File: config.mk
export PLATFORM = sky130hd
export DESIGN_NAME = gfx_wbm_read_arbiter
export DESIGN_NICKNAME = d
export VERILOG_FILES = /design/src/rtl/gfx_wbm_read_arbiter.sv
export SDC_FILE = /design/constraint.sdc
export NUM_CORES = 1
export LEC_CHECK = 0
export ABC_AREA = 1
export CELL_PAD_IN_SITES_DETAIL_PLACEMENT = 2
export CELL_PAD_IN_SITES_GLOBAL_PLACEMENT = 2
export CORE_MARGIN = 10
export CORE_UTILIZATION = 23
export CTS_CLUSTER_SIZE = 24
export DETAILED_ROUTE_END_ITERATION = 7
export GPL_ROUTABILITY_DRIVEN = 0
export PLACE_DENSITY = 0.85
export SETUP_SLACK_MARGIN = 0.2
export SLEW_MARGIN = 20
export SYNTH_ARGS = -nofsm -noshare
export SYNTH_HDL_FRONTEND = slang
export SYNTH_SLANG_ARGS = --single-unit
File: constraint.sdc
create_clock -name clk_i -period 4.6 [get_ports clk_i]
set_input_delay 0.92 -clock clk_i [delete_from_list [all_inputs] [get_ports clk_i]]
set_output_delay 0.92 -clock clk_i [all_outputs]
set_load 0.03 [all_outputs]
File: src/rtl/gfx_wbm_read_arbiter.sv
// rtl/gfx_wbm_read_arbiter.sv - round-robin Wishbone read master for blend/tex/z requesters
module gfx_wbm_read_arbiter (
    input  logic        clk_i,
    input  logic        rst_i,
    input  logic        blend_request_i,
    input  logic [31:2] blend_addr_i,
    input  logic [3:0]  blend_sel_i,
    output logic        blend_ack_o,
    input  logic        tex_request_i,
    input  logic [31:2] tex_addr_i,
    input  logic [3:0]  tex_sel_i,
    output logic        tex_ack_o,
    input  logic        z_request_i,
    input  logic [31:2] z_addr_i,
    input  logic [3:0]  z_sel_i,
    output logic        z_ack_o,
    output logic [31:0] data_o,
    output logic        busy_o,
    output logic        err_o,
    output logic        m_cyc_o,
    output logic        m_stb_o,
    output logic        m_we_o,
    output logic [2:0]  m_cti_o,
    output logic [1:0]  m_bte_o,
    output logic [31:0] m_adr_o,
    output logic [3:0]  m_sel_o,
    input  logic [31:0] m_dat_i,
    input  logic        m_ack_i,
    input  logic        m_err_i
);

    typedef enum logic [1:0] {IDLE, READ, DONE} state_t;

    state_t      state, state_nxt;
    logic [1:0]  grant;
    logic [1:0]  rr_ptr;
    logic [1:0]  pick;
    logic        pick_valid;
    logic        err_q;
    logic [3:0]  req;
    logic [29:0] pick_addr;
    logic [3:0]  pick_sel;
    logic        bus_done;

    assign req      = {1'b0, z_request_i, tex_request_i, blend_request_i};
    assign bus_done = m_ack_i | m_err_i;

    // Scan rr_ptr, rr_ptr+1, rr_ptr+2 (mod 3); first requester found wins.
    always_comb begin
        logic [2:0] sum;
        logic [1:0] idx;
        pick_valid = 1'b0;
        pick       = 2'd0;
        sum        = 3'd0;
        idx        = 2'd0;
        for (int k = 0; k < 3; k++) begin
            sum = {1'b0, rr_ptr} + 3'(k);
            idx = (sum >= 3'd3) ? 2'(sum - 3'd3) : sum[1:0];
            if (!pick_valid && req[idx]) begin
                pick_valid = 1'b1;
                pick       = idx;
            end
        end
    end

    always_comb begin
        case (pick)
            2'd1:    begin pick_addr = tex_addr_i; pick_sel = tex_sel_i; end
            2'd2:    begin pick_addr = z_addr_i;   pick_sel = z_sel_i;   end
            default: begin pick_addr = blend_addr_i; pick_sel = blend_sel_i; end
        endcase
    end

    always_ff @(posedge clk_i or posedge rst_i) begin
        if (rst_i) state <= IDLE;
        else       state <= state_nxt;
    end

    always_comb begin
        state_nxt = state;
        case (state)
            IDLE:    if (pick_valid) state_nxt = READ;
            READ:    if (bus_done) state_nxt = DONE;
            DONE:    state_nxt = IDLE;
            default: state_nxt = IDLE;
        endcase
    end

    // Bus address/select are captured at grant so later requester changes cannot disturb the cycle.
    always_ff @(posedge clk_i or posedge rst_i) begin
        if (rst_i) begin
            grant   <= 2'd0;
            rr_ptr  <= 2'd0;
            m_adr_o <= 32'h0;
            m_sel_o <= 4'hF;
            data_o  <= 32'h0;
            err_q   <= 1'b0;
        end else begin
            if (state == IDLE && pick_valid) begin
                grant   <= pick;
                m_adr_o <= {pick_addr, 2'b00};
                m_sel_o <= pick_sel;
            end
            if (state == READ && bus_done) begin
                data_o <= m_err_i ? 32'h0 : m_dat_i;
                err_q  <= m_err_i;
                rr_ptr <= (grant == 2'd2) ? 2'd0 : grant + 2'd1;
            end
        end
    end

    always_comb begin
        busy_o      = (state != IDLE);
        m_cyc_o     = (state == READ);
        m_stb_o     = (state == READ);
        m_we_o      = 1'b0;
        m_cti_o     = 3'b000;
        m_bte_o     = 2'b00;
        blend_ack_o = (state == DONE) && (grant == 2'd0);
        tex_ack_o   = (state == DONE) && (grant == 2'd1);
        z_ack_o     = (state == DONE) && (grant == 2'd2);
        err_o       = (state == DONE) && err_q;
    end

endmodule
==> results of run 1 <==
sequential cells by signal (all words and copies together), names as in the netlist:
signal   cells
m_sel_o      4
grant        2
rr_ptr       2
data_o      32
m_adr_o     30
err_q        1
state        2
area by class of cell:
class,count,area (um2),area share
Multi-Input combinational cell,310,1890,0.289
Clock buffer,15,288,0.0441
Sequential cell,73,1830,0.280
Tap cell,225,282,0.0431
Inverter,21,80.1,0.0123
Clock inverter,1,7.51,0.00115
Timing Repair Buffer,216,2150,0.330
Yosys cell counts (3+ instances only):
cell | instances | area (um2)
dfrtp_1 | 69 | 1730
nor2_1 | 4 | 15.0
buf_2 | 8 | 40.0
clkbuf_1 | 14 | 52.6
o21ai_0 | 37 | 185
nand2_1 | 128 | 480
a22o_1 | 34 | 298
buf_4 | 9 | 67.6
ha_1 | 6 | 75.1
inv_1 | 19 | 71.3
o21ai_2 | 33 | 289
nand3_1 | 16 | 80.1
nor3_1 | 3 | 15.0
mux2i_1 | 34 | 340
dfstp_2 | 4 | 105
buf_6 | 6 | 67.6
power groups by stage:
stage | Sequential, mW | Combinational, mW | Clock, mW
2_1_floorplan | 1.62 | 2.37 | 0
3_3_place_gp | 1.12 | 3.88 | 0
3_5_place_dp | 1.14 | 4.07 | 0
4_1_cts | 1.14 | 4.09 | 0.728
5_1_grt | 1.18 | 4.37 | 0.761
6_report | 1.13 | 4.00 | 0.708
metrics by stage:
step	power [mW]	std cells	setup slack [ns]
2_1_floorplan	4.00	442	1.83
3_3_place_gp	5.00	845	0.838
3_5_place_dp	5.21	845	0.712
4_1_cts	5.96	861	1.06
5_1_grt	6.31	861	0.884
6_report	5.84	861	1.08
final timing paths:
kind,slack (ns),startpoint,to
max,1.08,z_request_i,m_adr_o[27]
min,0.48,m_adr_o[25],m_adr_o[25]
max reg2reg,1.34,rr_ptr[0],m_adr_o[27]
min reg2reg,0.48,m_adr_o[25],m_adr_o[25]
max in group asynchronous,2.65,rst_i,grant[0]
min in group asynchronous,0.99,rst_i,m_adr_o[25]
cell families after synthesis:
kind of cell,Yosys count,synth area share
buf+inv,59,0.0803
fa+ha+maj,6,0.0188
simple gates,155,0.160
other cells,1,0.000937
flops,73,0.458
compound gates,107,0.197
mux,34,0.0850
routing by layer:
| layer | GRT usage | wire (um) | up-vias | part of all wire |
|---|---|---|---|---|
| met5 | 0 | 0 | - | 0 |
| met4 | 0.0481 | 322 | 0 | 0.019 |
| met3 | 0.0480 | 1120 | 17 | 0.065 |
| met2 | 0.285 | 9680 | 111 | 0.57 |
| met1 | 0.135 | 5980 | 1932 | 0.35 |
| li1 | - | - | 1852 | - |
tightest hold or removal path: stages, from the launching register on:
cell and delay, ns:
dfrtp_1 0.34, nand2_1 0.07, o21ai_2 0.05
placed cells by master (no fill, tap or decap), types with 4 or more instances in the layout:
cell type        synthesis  layout
a22o_1                  34      34
clkbuf_16                0       9
clkbuf_8                 0       4
clkdlybuf4s50_1          0     213
conb_1                   1       8
dfrtp_1                 69      69
dfstp_2                  4       4
ha_1                     6       4
inv_1                   19      17
mux2i_1                 34      34
nand2_1                128     127
nand3_1                 16      16
nor2_1                   4       4
o21ai_0                 37      37
o21ai_2                 33      33
==> flow_metrics.env, run 1 <==
export IMPL_p_switching_mw=2.82
export IMPL_initial_utilization=0.233
export IMPL_cp_num_cells=12
export IMPL_rsz0062_at_grt="false"
export IMPL_ir_drop_v=0.000565
export IMPL_die_w_um=152
export IMPL_port_buffers=213
export IMPL_maxSlewHeadroom=0.345
export IMPL_wl_per_cell_um=19.9
export IMPL_detailroute_via_count=3912
export IMPL_ctsHoldBuffers=0
export IMPL_whs_ns=0.484
export IMPL_slowest_stage="ha_2"
export IMPL_setup_viol=0
export IMPL_die_area_mm2=0.0231
export IMPL_clk_pin_slew_ns=0.06
export IMPL_grt_pass1_wl_um=26800
export IMPL_syn_to_final_growth_pct=63.2
export IMPL_finalMaxSlewViolations=0
export IMPL_core_mm2=0.0172
export IMPL_dr_pass1_iters=4
export IMPL_swShare=0.483
export IMPL_ys_async_sr_fraction=1.00
export IMPL_min_path_type="reg -> reg"
export IMPL_cap_violations=0
export IMPL_period_share=0.764
export IMPL_cts_resized=0
export IMPL_grtUsageTotal=0.145
export IMPL_crit_buf_inv=3
export IMPL_clkPwrFrac=0.121
export IMPL_n_fill_cell=1880
export IMPL_antenna_cells=0
export IMPL_fin_util=0.380
export IMPL_drcViolationCount=0
export IMPL_setup_tns_ns=0
export IMPL_hold_viol_final=0
export IMPL_ys_warn_count=0
export IMPL_synth_seq_cells=73
export IMPL_chipHeight_um=152
export IMPL_status="finished clean"
export IMPL_min_period_ns=3.52
export IMPL_cp_cell_sequence="clkdlybuf4s50_1, inv_2, o21ai_1, nand2_1, nand2_1, nor2_1, nand2_1, nand2_1, ha_2, buf_4, mux2i_1, o21ai_2"
export IMPL_critPathMostFrequentCell="nand2_1"
export IMPL_clkSinkCount=73
export IMPL_p_leak_nw=2.87
export IMPL_critPathKind="in -> reg"
export IMPL_placed_area_mm2=0.00623
export IMPL_vias_per_cell=4.54
export IMPL_ctsLongestPathBuffers=2
export IMPL_grt_pass1_vias=4620
export IMPL_cts_buffers=9
export IMPL_r2r_cells=14
export IMPL_wl_um=17100
export IMPL_worstPathArrival_ns=3.72
export IMPL_clockRootBuffer="clkbuf_16"
export IMPL_critPathTopFamily="buffers and inverters"
export IMPL_worstSetupEndpointType="register"
export IMPL_mappedNetlistArea_mm2=0.00400
export IMPL_cts_tree="done"
export IMPL_clk_latency_ns=0.33
export IMPL_htreeDepth=3
export IMPL_first_iter_violations=130
export IMPL_final_area_mm2=0.00653
export IMPL_postSynthCellCount=435
export IMPL_worstMarginPinSlew_ns=0.977
export IMPL_cp_max_fo=21
export IMPL_synth_edf_count=0
export IMPL_cp_slowest_stage_delay_ns=0.76
export IMPL_synthFlopType="dfrtp_1"
export IMPL_drive_gt1_frac=0.101
export IMPL_crit_required_ns=4.80
export IMPL_hpwl_um=13700
export IMPL_antenna_found_initial=0
export IMPL_p_int_mw=3.02
export IMPL_comb_power_share=0.685
export IMPL_antenna_left=0
export IMPL_clock_skew_ns=0.00351
export IMPL_rows=48
export IMPL_syn_area_per_cell_um2=9.20
export IMPL_synth_cell_types=25
export IMPL_overflow=0
export IMPL_io_pins=222
export IMPL_worstSetupStartpointType="input pin"
export IMPL_whs_path_depth=2
export IMPL_grt_max_degree=73
export IMPL_cts_setup_buffers=0
export IMPL_p_seq_frac=0.194
export IMPL_nNetsFinal=778
export IMPL_fmax_mhz=284
export IMPL_power_density_mw_per_mm2=894
export IMPL_ys_seq_area_frac=0.458
Note: power is estimated with default switching activity, not from simulation.
==> inputs of run 2 (changes only) <==
CORE_UTILIZATION = 21   (was 23)
PLACE_DENSITY = 0.79   (was 0.85)
clock period = 3.4 ns   (was 4.6 ns; I/O delays follow)
==> flow_metrics.env, run 2 (synthesis results as in run 1) <==
export IMPL_final_common_cell="clkdlybuf4s50_1"
export IMPL_worstSetupStartpointType="input pin"
export IMPL_min_to="m_sel_o[3]"
export IMPL_p_switching_mw=3.86
export IMPL_p_seq_frac=0.191
export IMPL_ctsLongestPathBuffers=2
export IMPL_worstMarginPinSlew_ns=0.983
export IMPL_syn_to_final_growth_pct=64.6
export IMPL_drive_gt1_frac=0.108
export IMPL_top_regs="data_o (32), m_adr_o (30), m_sel_o (4)"
export IMPL_setup_tns_ns=0
export IMPL_p_int_mw=4.14
export IMPL_clock_skew_ns=0.00767
export IMPL_vias_per_cell=4.43
export IMPL_io_pins=222
export IMPL_grt_pass1_wl_um=25800
export IMPL_wl_um=16700
export IMPL_reg2reg_slack_ns=0.55
export IMPL_p_leak_nw=2.89
export IMPL_first_iter_violations=125
export IMPL_period_share=0.846
export IMPL_htreeDepth=3
export IMPL_initial_utilization=0.214
export IMPL_grtUsageTotal=0.133
export IMPL_antenna_left=0
export IMPL_power_density_mw_per_mm2=1210
export IMPL_cp_max_fo=34
export IMPL_clk_pin_slew_ns=0.06
export IMPL_placed_area_mm2=0.00629
export IMPL_clkPwrFrac=0.120
export IMPL_largest_reg_flops=32
export IMPL_min_path_type="reg -> reg"
export IMPL_grt_pass1_vias=4535
export IMPL_worst_slack_ns=0.525
export IMPL_worstPathArrival_ns=3.08
export IMPL_whs_path_depth=2
export IMPL_comb_power_share=0.689
export IMPL_min_from="m_sel_o[3]"
export IMPL_rows=50
export IMPL_fmax_mhz=348
export IMPL_drcViolationCount=0
export IMPL_cap_violations=0
export IMPL_critPathKind="in -> reg"
export IMPL_min_period_ns=2.88
export IMPL_swShare=0.483
export IMPL_detailroute_via_count=3865
export IMPL_hpwl_um=13400
export IMPL_status="finished clean"
export IMPL_final_area_mm2=0.00659
export IMPL_chipHeight_um=158
export IMPL_layout_common_cells="213 x clkdlybuf4s50_1, 127 x nand2_1, 69 x dfrtp_1, 37 x o21ai_0"
export IMPL_grt_max_degree=74
export IMPL_overflow=0
export IMPL_r2r_end="m_adr_o[29]"
export IMPL_antenna_cells=0
export IMPL_ir_drop_v=0.000698
export IMPL_die_w_um=158
export IMPL_finalMaxSlewViolations=0
export IMPL_crit_required_ns=3.61
export IMPL_clockRootBuffer="clkbuf_16"
export IMPL_port_buffers=213
export IMPL_antenna_found_initial=0
export IMPL_rsz0062_at_grt="false"
export IMPL_pre_cts_ws_ns=0.154
export IMPL_cts_setup_buffers=0
export IMPL_nNetsFinal=781
export IMPL_maxSlewHeadroom=0.341
export IMPL_clkSinkCount=73
export IMPL_core_mm2=0.0187
export IMPL_r2r_cells=16
export IMPL_setup_viol=0
export IMPL_cts_buffers=9
export IMPL_worstSetupEndpointType="register"
export IMPL_clk_latency_ns=0.34
export IMPL_wl_per_cell_um=19.2
export IMPL_cts_tree="done"
export IMPL_die_area_mm2=0.0250
export IMPL_fin_util=0.352
export IMPL_top_register="data_o"
export IMPL_dr_pass1_iters=5
export IMPL_r2r_start="rr_ptr[0]"
export IMPL_hold_viol_final=0
-- run 2: through the flow --
step                total power, mW  hold slack [ns]  instances
finish                         8.00            0.484        873
detailed placement             7.14            0.473        857
global route                   8.65            0.512        873
CTS                            8.16            0.486        873
global placement               6.88            0.464        857
floorplan                      5.41            0.453        442
-- run 2: critical path, cell delays in order --
cell and delay (ns):
clkdlybuf4s50_1 0.50, nand2_1 0.12, nand3_1 0.08, nand2_1 0.20
nand2_1 0.11, nor2_1 0.14, nand2_1 0.09, nand2_1 0.11
inv_1 0.06, ha_1 0.19, buf_4 0.24, a22o_1 0.27
mux2i_1 0.19, o21ai_2 0.07
-- run 2: worst max-delay path by stage --
stage                        from          end  slack (ns)  depth (start not counted)
finish              tex_request_i  m_adr_o[29]        0.52                         14
CTS                     rr_ptr[0]  m_adr_o[12]        0.44                         16
global placement      z_request_i   m_sel_o[2]        0.38                         12
global route        tex_request_i  m_adr_o[12]        0.24                         14
detailed placement    z_request_i  m_adr_o[16]        0.15                         12
floorplan               rr_ptr[0]  m_adr_o[10]        0.79                         13
-- run 2: routing by layer --
layer  track usage  share of wire
met1         0.133           0.36
met2         0.248           0.55
met3        0.0478          0.072
met4        0.0432          0.015
met5             0              0
-- run 2: layout make-up --
class                   count  area [um2]
multi-input cells         310        1880
inverters                  21        80.1
clock buffers               9         225
clock inverters             7        71.3
fillers                  2045       12100
well taps                 234         293
repair buffers            219        2200
flip-flops and latches     73        1830
-- run 2: timing repair --
item,CTS,global route
endpoints found under the hold margin,0,0
hold buffers,0,0
setup endpoints to repair,0,1
gates resized for setup,0,1
-- run 2: power by group through the flow --
stage	logic [mW]	clock network (mW)	registers (mW)
after floorplan	3.21	0	2.19
after global placement	5.36	0	1.51
after detailed placement	5.60	0	1.54
after CTS	5.63	1.00	1.53
after global routing	6.03	1.04	1.59
final	5.51	0.963	1.53
